**src/rtl/vmac_pkg.sv**
```systemverilog
// Shared types and constants for the vector multiply-accumulate engine.
package vmac_pkg;

   typedef enum logic [2:0] {
      IDLE,
      FETCH_A,
      FETCH_B,
      ACC,
      WRITE,
      DONE
   } vmac_state_e;

   localparam int unsigned SHIFT_W      = 6;
   localparam int unsigned STAT_W       = 16;
   localparam int unsigned STAT_BUSY    = 0;
   localparam int unsigned STAT_DONE    = 1;
   localparam int unsigned STAT_ERR     = 2;
   localparam int unsigned STAT_OVF     = 3;
   localparam int unsigned STAT_IDX_LSB = 4;
   localparam int unsigned STAT_IDX_W   = STAT_W - STAT_IDX_LSB;

endpackage

```
**src/rtl/vmac_if.sv**
```systemverilog
// SRAM access port of the engine; master = engine side, slave = memory side.
interface vmac_if #(
   parameter int unsigned ADDR_W = 13,
   parameter int unsigned DATA_W = 32
) ();

   logic              eng_rd_en;
   logic [ADDR_W-1:0] eng_rd_addr;
   logic [DATA_W-1:0] eng_rd_data;
   logic              eng_wr_en;
   logic [ADDR_W-1:0] eng_wr_addr;
   logic [DATA_W-1:0] eng_wr_data;

   modport master (
      output eng_rd_en, eng_rd_addr, eng_wr_en, eng_wr_addr, eng_wr_data,
      input  eng_rd_data
   );

   modport slave (
      input  eng_rd_en, eng_rd_addr, eng_wr_en, eng_wr_addr, eng_wr_data,
      output eng_rd_data
   );

endinterface

```
**src/rtl/vmac_scale.sv**
```systemverilog
// Result scaling: arithmetic right shift of the accumulator, then either
// saturation to signed DATA_W (VMAC_SATURATE_EN defined) or plain truncation.
module vmac_scale #(
   parameter int unsigned ACC_W   = 40,
   parameter int unsigned DATA_W  = 32,
   parameter int unsigned SHIFT_W = 6
) (
   input  logic [ACC_W-1:0]   acc,
   input  logic [SHIFT_W-1:0] shift,
   output logic [DATA_W-1:0]  data_c,
   output logic               clip_c
);

   logic signed [ACC_W-1:0] shifted;

   // Shift amounts at or beyond the accumulator width collapse to pure sign fill
   always_comb begin
      shifted = '0;
      if (32'(shift) >= ACC_W) begin
         shifted = {ACC_W{acc[ACC_W-1]}};
      end else begin
         shifted = $signed(acc) >>> shift;
      end
   end

`ifdef VMAC_SATURATE_EN
   localparam int unsigned HI_W = ACC_W - DATA_W + 1;

   logic [HI_W-1:0] hi;
   logic            fits;

   assign hi   = shifted[ACC_W-1:DATA_W-1];
   assign fits = (&hi) || !(|hi);

   always_comb begin
      data_c = shifted[DATA_W-1:0];
      clip_c = 1'b0;
      if (!fits) begin
         clip_c = 1'b1;
         data_c = shifted[ACC_W-1] ? {1'b1, {(DATA_W-1){1'b0}}}
                                   : {1'b0, {(DATA_W-1){1'b1}}};
      end
   end
`else
   logic unused_shift_hi;

   assign data_c          = shifted[DATA_W-1:0];
   assign clip_c          = 1'b0;
   assign unused_shift_hi = ^shifted[ACC_W-1:DATA_W];
`endif

endmodule

```
**src/rtl/vmac_engine.sv**
```systemverilog
// Vector multiply-accumulate engine: sum(A[i]*B[i]) over N elements, scaled
// result written to rw_base+N. Optional saturation via VMAC_SATURATE_EN.
module vmac_engine
   import vmac_pkg::*;
#(
   parameter int unsigned ADDR_W = 13,
   parameter int unsigned DATA_W = 32,
   parameter int unsigned OP_W   = 16,
   parameter int unsigned ACC_W  = 40
) (
   input  logic               clk,
   input  logic               rst,
   input  logic               start,
   input  logic               clr,
   input  logic [ADDR_W-1:0]  cfg_len,
   input  logic [SHIFT_W-1:0] cfg_shift,
   input  logic [ADDR_W-1:0]  calc_base,
   input  logic [ADDR_W-1:0]  rw_base,
   vmac_if.master             mem,
   output logic [STAT_W-1:0]  stat,
   output logic               done_irq
);

   localparam int unsigned PROD_W = 2 * OP_W;

   vmac_state_e              state;
   logic [ADDR_W-1:0]        len_q;
   logic [ADDR_W-1:0]        base_a_q;
   logic [ADDR_W-1:0]        base_b_q;
   logic [ADDR_W-1:0]        idx_q;
   logic [SHIFT_W-1:0]       shift_q;
   logic [ACC_W-1:0]         acc_q;
   logic signed [OP_W-1:0]   a_q;
   logic                     busy_q;
   logic                     done_q;
   logic                     err_q;
   logic                     ovf_q;

   logic signed [PROD_W-1:0] prod;
   logic [ACC_W-1:0]         acc_nxt;
   logic [DATA_W-1:0]        scaled_c;
   logic                     clip_c;
   logic                     last_c;
   logic                     unused_rd_hi;

   // B arrives on the read port during ACC; the product uses it directly
   assign prod         = a_q * $signed(mem.eng_rd_data[OP_W-1:0]);
   assign acc_nxt      = acc_q + {{(ACC_W-PROD_W){prod[PROD_W-1]}}, prod};
   assign last_c       = (idx_q == len_q - ADDR_W'(1));
   assign unused_rd_hi = ^mem.eng_rd_data[DATA_W-1:OP_W];

   vmac_scale #(
      .ACC_W  (ACC_W),
      .DATA_W (DATA_W),
      .SHIFT_W(SHIFT_W)
   ) u_scale (
      .acc   (acc_nxt),
      .shift (shift_q),
      .data_c(scaled_c),
      .clip_c(clip_c)
   );

   always_comb begin
      stat                           = '0;
      stat[STAT_BUSY]                = busy_q;
      stat[STAT_DONE]                = done_q;
      stat[STAT_ERR]                 = err_q;
      stat[STAT_OVF]                 = ovf_q;
      stat[STAT_W-1:STAT_IDX_LSB]    = STAT_IDX_W'(idx_q);
   end

   // Control FSM; every strobe is registered for the state being entered
   always_ff @(posedge clk) begin
      if (rst) begin
         state           <= IDLE;
         len_q           <= '0;
         base_a_q        <= '0;
         base_b_q        <= '0;
         idx_q           <= '0;
         shift_q         <= '0;
         acc_q           <= '0;
         a_q             <= '0;
         busy_q          <= 1'b0;
         done_q          <= 1'b0;
         err_q           <= 1'b0;
         ovf_q           <= 1'b0;
         done_irq        <= 1'b0;
         mem.eng_rd_en   <= 1'b0;
         mem.eng_rd_addr <= '0;
         mem.eng_wr_en   <= 1'b0;
         mem.eng_wr_addr <= '0;
         mem.eng_wr_data <= '0;
      end else begin
         done_irq <= 1'b0;
         if (clr) begin
            done_q <= 1'b0;
            err_q  <= 1'b0;
            ovf_q  <= 1'b0;
         end

         case (state)
            IDLE: begin
               if (start) begin
                  len_q    <= cfg_len;
                  shift_q  <= cfg_shift;
                  base_a_q <= calc_base;
                  base_b_q <= rw_base;
                  acc_q    <= '0;
                  idx_q    <= '0;
                  done_q   <= 1'b0;
                  err_q    <= 1'b0;
                  ovf_q    <= 1'b0;
                  if (cfg_len == '0) begin
                     state    <= DONE;
                     err_q    <= 1'b1;
                     done_q   <= 1'b1;
                     done_irq <= 1'b1;
                  end else begin
                     state           <= FETCH_A;
                     busy_q          <= 1'b1;
                     mem.eng_rd_en   <= 1'b1;
                     mem.eng_rd_addr <= calc_base;
                  end
               end
            end

            FETCH_A: begin
               state           <= FETCH_B;
               mem.eng_rd_en   <= 1'b1;
               mem.eng_rd_addr <= base_b_q + idx_q;
            end

            FETCH_B: begin
               state         <= ACC;
               a_q           <= $signed(mem.eng_rd_data[OP_W-1:0]);
               mem.eng_rd_en <= 1'b0;
            end

            ACC: begin
               acc_q <= acc_nxt;
               idx_q <= idx_q + ADDR_W'(1);
               if (last_c) begin
                  state           <= WRITE;
                  mem.eng_wr_en   <= 1'b1;
                  mem.eng_wr_addr <= base_b_q + len_q;
                  mem.eng_wr_data <= scaled_c;
                  if (clip_c) begin
                     ovf_q <= 1'b1;
                  end
               end else begin
                  state           <= FETCH_A;
                  mem.eng_rd_en   <= 1'b1;
                  mem.eng_rd_addr <= base_a_q + idx_q + ADDR_W'(1);
               end
            end

            WRITE: begin
               state         <= DONE;
               mem.eng_wr_en <= 1'b0;
               busy_q        <= 1'b0;
               done_q        <= 1'b1;
               done_irq      <= 1'b1;
            end

            DONE: begin
               state <= IDLE;
            end

            default: begin
               state <= IDLE;
            end
         endcase
      end
   end

endmodule

```
**src/flat_wrapper.sv**
```systemverilog
// flat-port wrapper written by rule: the top's interface ports become plain ports
module vmac_engine_flat import vmac_pkg::*;
#(
   parameter int unsigned ADDR_W = 13,
   parameter int unsigned DATA_W = 32,
   parameter int unsigned OP_W   = 16,
   parameter int unsigned ACC_W  = 40
)
  (clk, rst, start, clr, cfg_len, cfg_shift, calc_base, rw_base, stat, done_irq, mem_eng_rd_en, mem_eng_rd_addr, mem_eng_wr_en, mem_eng_wr_addr, mem_eng_wr_data, mem_eng_rd_data);
  vmac_if #(.ADDR_W(ADDR_W), .DATA_W(DATA_W)) mem_i ();
  input  logic clk;
  input  logic rst;
  input  logic start;
  input  logic clr;
  input  logic [ADDR_W-1:0] cfg_len;
  input  logic [SHIFT_W-1:0] cfg_shift;
  input  logic [ADDR_W-1:0] calc_base;
  input  logic [ADDR_W-1:0] rw_base;
  output logic [STAT_W-1:0] stat;
  output logic done_irq;
  output wire logic [$bits(mem_i.eng_rd_en)-1:0] mem_eng_rd_en;
  output wire logic [$bits(mem_i.eng_rd_addr)-1:0] mem_eng_rd_addr;
  output wire logic [$bits(mem_i.eng_wr_en)-1:0] mem_eng_wr_en;
  output wire logic [$bits(mem_i.eng_wr_addr)-1:0] mem_eng_wr_addr;
  output wire logic [$bits(mem_i.eng_wr_data)-1:0] mem_eng_wr_data;
  input wire logic [$bits(mem_i.eng_rd_data)-1:0] mem_eng_rd_data;
  assign mem_eng_rd_en = mem_i.eng_rd_en;
  assign mem_eng_rd_addr = mem_i.eng_rd_addr;
  assign mem_eng_wr_en = mem_i.eng_wr_en;
  assign mem_eng_wr_addr = mem_i.eng_wr_addr;
  assign mem_eng_wr_data = mem_i.eng_wr_data;
  assign mem_i.eng_rd_data = mem_eng_rd_data;
  vmac_engine #(.ADDR_W(ADDR_W), .DATA_W(DATA_W), .OP_W(OP_W), .ACC_W(ACC_W)) u_core (.clk(clk), .rst(rst), .start(start), .clr(clr), .cfg_len(cfg_len), .cfg_shift(cfg_shift), .calc_base(calc_base), .rw_base(rw_base), .mem(mem_i), .stat(stat), .done_irq(done_irq));
endmodule
```
**config.mk**
```make
export PLATFORM = sky130hd
export DESIGN_NAME = vmac_engine_flat
export DESIGN_NICKNAME = d
export VERILOG_FILES = /design/src/rtl/vmac_pkg.sv /design/src/rtl/vmac_if.sv /design/src/rtl/vmac_scale.sv /design/src/rtl/vmac_engine.sv /design/src/flat_wrapper.sv
export SDC_FILE = /design/constraint.sdc
export NUM_CORES = 1
export LEC_CHECK = 0
export ABC_AREA = 1
export ABC_CLOCK_PERIOD_IN_PS = 15400
export BUFFER_PORTS_ARGS = -buffer_cell sky130_fd_sc_hd__buf_2
export CORE_MARGIN = 2
export CORE_UTILIZATION = 60
export CTS_BUF_LIST = sky130_fd_sc_hd__clkbuf_16
export CTS_CLUSTER_SIZE = 8
export DETAILED_ROUTE_END_ITERATION = 16
export PLACE_DENSITY = 0.79
export SYNTH_ARGS = -nofsm -noshare
export SYNTH_HDL_FRONTEND = slang
export SYNTH_SLANG_ARGS = --single-unit
```
**constraint.sdc**
```tcl
create_clock -name clk -period 15.4 [get_ports clk]
set_input_delay 4.62 -clock clk [delete_from_list [all_inputs] [get_ports clk]]
set_output_delay 4.62 -clock clk [all_outputs]
set_load 0.01 [all_outputs]
```
# [Yosys cells after proc, flatten, opt, wreduce, memory -nomap -nowiden]
# Index checks and enable logic that the tools add are counted.
[word_totals] ff_bits=182 in_bits=81 output_inout_bits=77 word_cells=83
[classes] addsub=7 mul=1 n_lt_le_gt_ge=1 n_eq_ne=9 n_shift=1 muxes=32 n_reduce_logical=14
[op_table] cell="40-bit case mux with 2 select lines" n=1
[op_table] cell="13-bit 2-to-1 mux" n=4
[op_table] cell="40-bit adder" n=1
[op_table] cell="40-bit 2-to-1 mux" n=1
[op_table] cell="40-bit by 6-bit >>> shifter with 32-bit output" n=1
[op_table] cell="13-bit adder" n=3
[op_table] cell="13-bit case mux with 3 select lines" n=1
[op_table] cell="16-bit by 16-bit multiplier with 32-bit output" n=1
[op_table] cell="32-bit 2-to-1 mux" n=1
[op_table] cell="13-bit by 1-bit adder with 13-bit output (second input constant)" n=2
[op_table] cell="13-bit case mux with 2 select lines" n=1
[op_table] cell="3-bit case mux with 5 select lines" n=1
[op_table] cell="1-bit 2-to-1 mux" n=14
[op_table] cell="13-bit == test" n=1
[op_table] cell="13-bit logical NOT" n=1
[op_table] cell="13-bit by 1-bit subtractor with 13-bit output (second input constant)" n=1
[op_table] cell="3-bit 2-to-1 mux" n=3
[op_table] cell="1-bit case mux with 2 select lines" n=4
[op_table] cell="2-bit AND reduction" n=4
[op_table] cell="4-bit AND reduction" n=2
[op_table] cell="3-bit by 2-bit == test with 1-bit output (second input constant)" n=2
[op_table] cell="6-bit >= comparator (second input constant)" n=1
[op_table] cell="2-bit inequality test (second input constant)" n=3
[op_table] cell="2-bit nonzero test" n=3
[op_table] cell="other kinds (8)" n=8

# [Longest topological paths before layout]
[logic_depth] ltp_word=4 depth_mapped=52 depth_no_buf=50

# [By module]
# From an unflattened synthesis, not the netlist that was laid out.
[unflattened] hier_cells=3806 area_unflattened_um2=25040.3
[by_module_without_submodules] module="vmac_engine" n_inst=1 cells_each=3267 area_per_inst_um2=22611.7 seq_area_each_um2=3643.5
[by_module_without_submodules] module="vmac_scale" n_inst=1 cells_each=539 area_per_inst_um2=2428.6 seq_area_each_um2=0.0

# [Worst setup path before layout]
# Ideal clock, no wire load.
[synth_timing] path_kind="input port to flip-flop" startpoint="input mem_eng_rd_data[7]" endpoint="register u_core.mem.eng_wr_data[18]" setup_time_ps=116 arrival_ps=12013 required_ps=15284 setup_slack_ps=3271 stages=44 n_path_buf=3 path_cell_list="clkbuf_1 clkbuf_1 nand2_1 fa_1 inv_1 fa_1 inv_1 fa_1 inv_1 fa_1 fa_1 inv_1 fa_1 inv_1 ha_1 nand2_1 nor2_1 inv_1 [... 8 more ...] ha_1 nand2_1 inv_1 a21oi_1 nand2_1 a21oi_1 nand3_1 nand2_1 nand2_1 nand2_2 nand2_4 inv_4 nor2_4 nor3_4 buf_4 nand3_1 o211ai_1 inv_1"
[synth_between] elab_chain_cells=4
[synth_lines] item="start, declared" line_no="flat_wrapper.sv:26" source="input wire logic [$bits(mem_i.eng_rd_data)-1:0] mem_eng_rd_data;"
[synth_lines] item="16-bit by 16-bit multiplier with 32-bit output (*)" line_no="vmac_engine.sv:47" source="assign prod = a_q * $signed(mem.eng_rd_data[OP_W-1:0]);"
[synth_lines] item="40-bit adder (*)" line_no="vmac_engine.sv:48" source="assign acc_nxt = acc_q + {{(ACC_W-PROD_W){prod[PROD_W-1]}}, prod};"
[synth_lines] item="40-bit by 6-bit >>> shifter with 32-bit output" line_no="vmac_scale.sv:22" source="shifted = $signed(acc) >>> shift;"
[synth_lines] item="32-bit 2-to-1 mux (*)" line_no="vmac_scale.sv:19" source="if (32'(shift) >= ACC_W) begin"
[synth_lines] item="end signal, assigned" line_no="vmac_engine.sv:146" source="mem.eng_wr_data <= scaled_c;"
[synth_lines] item="end, declared" line_no="vmac_if.sv:15" source="output eng_rd_en, eng_rd_addr, eng_wr_en, eng_wr_addr, eng_wr_data,"
# Mark *: on every way between the ends. The rest lies on a longest branch, timed or not.
# A chain may end at the register's enable or synchronous reset.

# [Final worst setup path]
[layout_timing] startpoint="input mem_eng_rd_data[8]" endpoint="register u_core.mem.eng_wr_data[11]"
# Same word-level chain as after synthesis.

==> results.txt <==
The synthesis-to-finish area growth came out at 5.50%. The number of global-route vias before repair came out at 22,800. The horizontal die dimension is just over 200 um. STA classifies the critical path startpoint as a primary input. The commonest cells after synthesis are sky130_fd_sc_hd__nand2_1, sky130_fd_sc_hd__inv_1, sky130_fd_sc_hd__fa_1. The total of hold buffers inserted after clock tree synthesis is 0.

The worst setup skew after layout came out at 29.7 ps. The async set-reset flop share out of synthesis is 0. The CTS clock-pin slew for the worst setup and hold paths is approximately 80 ps. The DRC violation count after routing came out at 0. The number of buffers between clock root and the deepest sink is 2. The share of Yosys cell area claimed by the top area cell type is 0.222. The first-pass iteration count of the detailed router came out at 6. The number of failing setup endpoints in the final timing report is 0. The residual overflow from global routing came out at 0. The number of flops mapped to enable cells by yosys is 0. The count of buffers added by post-CTS timing repair for setup is 0. Dividing the detail-routed wire length by the instance count gives ~17 um.

STA classifies the critical path endpoint as a flop. The measured slew at the worst slew-check pin is between 1000 and 1500 ps. The fraction of final layout cells with drive strength greater than 1 is 0.0759. The per-cell via count in the routed design came out at roughly 5.6. In the synthesized netlist the dominant register cell turns out to be sky130_fd_sc_hd__dfxtp_1. The H-tree depth reported by CTS is 4. Counting flops and latches in the post-synthesis netlist gives between 150 and 200.

The total global routing track utilization came out at 0.342. The count of input and output buffers is ~140. Timing would allow up to slightly below 80 MHz. The net count after synthesis came out at 3,990. The post-synthesis cell type count is 66. The flow ran to the end, and the final reports show no timing, DRC or antenna violations. Of the synthesized area, sequential elements account for 0.152.

After floorplanning, the core was divided into 73 placement rows. The biggest cell delay along the critical path is ~530 ps. The standard cell core area is about 40,000 sq um. The data arrival time of the critical path came out at 13,410 ps. The required arrival time at the worst endpoint is ~16,000 ps. Setup repair after global routing left no endpoint under its margin.

The initial antenna violation count is 0. Counting stages on the worst path, the most repeated cell is sky130_fd_sc_hd__nand2_1. The effective utilization at floorplan is 0.606. The final routed wirelength across all metal layers is 68,300 um. After synthesis, the mean cell area works out to approximately 6.9 sq um. The final HPWL from detailed placement came out at around 54,000 um.

approximately 160 I/O pins were placed. The detailed router placed 22,700 vias in this run. The final period utilization is 0.845.

TritonCTS built the clock tree. At the end of routability-driven placement, the weighted congestion stood at 1.00. The worst hold path belongs to the class reg2reg. The clock latency reported for the late side of the worst-skew pair came out at 500 ps. The relative slew slack is 0.204. The number of nets at the end of the flow came out at ~4,000.

The cell area that synthesis handed to floorplanning was approximately 24,000 sq um. The count of pins over their slew limit is 0. The number of hold violations in the final report came to 0.

The root buffer cell chosen for the clock tree is sky130_fd_sc_hd__clkbuf_16. The first-pass GRT wire length came out at approximately 110,000 um. The quantity of gates resized following cts came out at 0. The number of max-cap violations came out at 0. Synthesis produced a netlist whose cell count is about 3,500. The final antenna-violating net count is 0.

The maximum number of pins on one net before global-route repair came out at between 100 and 150. The total of warnings raised by yosys is 0. The category of the critical setup timing path is in2reg. After the first detailed-routing iteration, the DRC count stood at roughly 1,900.

Yosys attributes the largest share of cell area to sky130_fd_sc_hd__fa_1, sky130_fd_sc_hd__dfxtp_1, sky130_fd_sc_hd__nand2_1. The area enclosed by the die boundary is between 40,000 and 50,000 sq um. CTS saw 182 sinks. The setup TNS came out at 0 ps.

The dominant cell by count in the synthesized netlist is sky130_fd_sc_hd__nand2_1. On the critical path, the stage with the largest delay is an instance of sky130_fd_sc_hd__fa_1. The layout filler cell count came out at between 3,000 and 4,000. The routed design could run at a clock period as short as between 10,000 and 15,000 ps. The worst-path maximum fanout is 17.

The CTS buffer count came out at 17. The largest total area in the synthesized netlist belongs to sky130_fd_sc_hd__fa_1. The die is about 200 um tall. The worst hold margin is 467 ps.
## per-layer routing
metal | track usage | share of wire
met1 | 0.455 | 0.42
met2 | 0.562 | 0.46
met3 | 0.0630 | 0.079
met4 | 0.115 | 0.032
met5 | 0 | 0
## worst paths after layout
| path | from | end | slack [ps] | cells after the start |
|---|---|---|---|---|
| setup / recovery | mem_eng_rd_data[8] | u_core.mem.eng_wr_data[11] | 2380 | 41 |
| hold / removal | u_core.mem.eng_wr_data[31] | u_core.mem.eng_wr_data[31] | 470 | 2 |
| setup reg to reg | u_core.a_q[7] | u_core.mem.eng_wr_data[11] | 5960 | 41 |
| hold reg to reg | u_core.mem.eng_wr_data[31] | u_core.mem.eng_wr_data[31] | 470 | 2 |
## flip-flops by register name (all words and copies together) (netlist names), 3 cells and up
register and flops:
u_core.acc_q 40, u_core.mem.eng_wr_data 32, u_core.a_q 16, u_core.base_a_q 13, u_core.base_b_q 13, u_core.idx_q 13
u_core.len_q 13, u_core.mem.eng_rd_addr 13, u_core.mem.eng_wr_addr 13, u_core.shift_q 6, u_core.state 3
## cell families (layout without fill, tap and decap cells)
kind of cell | count (synthesis) | count (layout) | share of synthesized area
flops | 182 | 182 | 0.152
simple gates | 1449 | 1449 | 0.255
mux | 2 | 2 | 0.000833
buf+inv | 807 | 828 | 0.133
fa+ha+maj | 427 | 427 | 0.305
compound gates | 533 | 533 | 0.124
other cells | 0 | 1 | 0
xor+xnor | 82 | 82 | 0.0305
## per-stage QoR
stage | setup WS [ps] | utilization | instance area [sq um] | cells
global route | 1750 | 0.640 | 25400 | 4028
detailed placement | 2130 | 0.625 | 24800 | 3996
CTS | 2600 | 0.640 | 25400 | 4028
global placement | 2220 | 0.625 | 24800 | 3996
floorplan | 3270 | - | 24000 | 3482
finish | 2380 | 0.640 | 25400 | 4029
## placed cells by master, fill, tap and decap left out, types with 17 or more instances in the layout
| cell type | netlist | routed |
|---|---|---|
| sky130_fd_sc_hd__clkbuf_16 | 0 | 17 |
| sky130_fd_sc_hd__fa_1 | 266 | 266 |
| sky130_fd_sc_hd__nand4_1 | 19 | 19 |
| sky130_fd_sc_hd__o21bai_1 | 20 | 20 |
| sky130_fd_sc_hd__o21ai_0 | 187 | 187 |
| sky130_fd_sc_hd__a31oi_1 | 22 | 22 |
| sky130_fd_sc_hd__a21oi_1 | 220 | 220 |
| sky130_fd_sc_hd__ha_1 | 161 | 161 |
| sky130_fd_sc_hd__inv_1 | 626 | 625 |
| sky130_fd_sc_hd__nand2_1 | 838 | 838 |
| sky130_fd_sc_hd__buf_4 | 21 | 20 |
| sky130_fd_sc_hd__buf_2 | 14 | 141 |
| sky130_fd_sc_hd__xor2_1 | 55 | 55 |
| sky130_fd_sc_hd__nor2_1 | 251 | 251 |
| sky130_fd_sc_hd__dfxtp_1 | 182 | 182 |
| sky130_fd_sc_hd__nor3_1 | 24 | 22 |
| sky130_fd_sc_hd__xnor2_1 | 25 | 25 |
| sky130_fd_sc_hd__nand3_1 | 254 | 254 |
## final cells by class
type / count / area (sq um) / area share
inverter: 635 / 2390 / 0.0941
multi-input combinational: 2493 / 17200 / 0.679
clock buffer: 17 / 425 / 0.0168
antenna: 1 / 2.50 / 0.0000987
sequential: 182 / 3640 / 0.144
tap: 525 / 657 / 0.0259
timing repair buffer: 161 / 856 / 0.0338
clock inverter: 15 / 171 / 0.00676
## critical path: cells and delay by family
family | cells | cell delay (ps)
AOI/OAI and AO/OA | 7 | 1750
xor gates and xnor gates | 1 | 170
adders and majority gates | 8 | 3710
buffers and inverters | 8 | 780
and+or+nand+nor | 17 | 2380
Power is not shown: default switching activity piles up to over one toggle a cycle in this logic, so the estimate is an artifact.
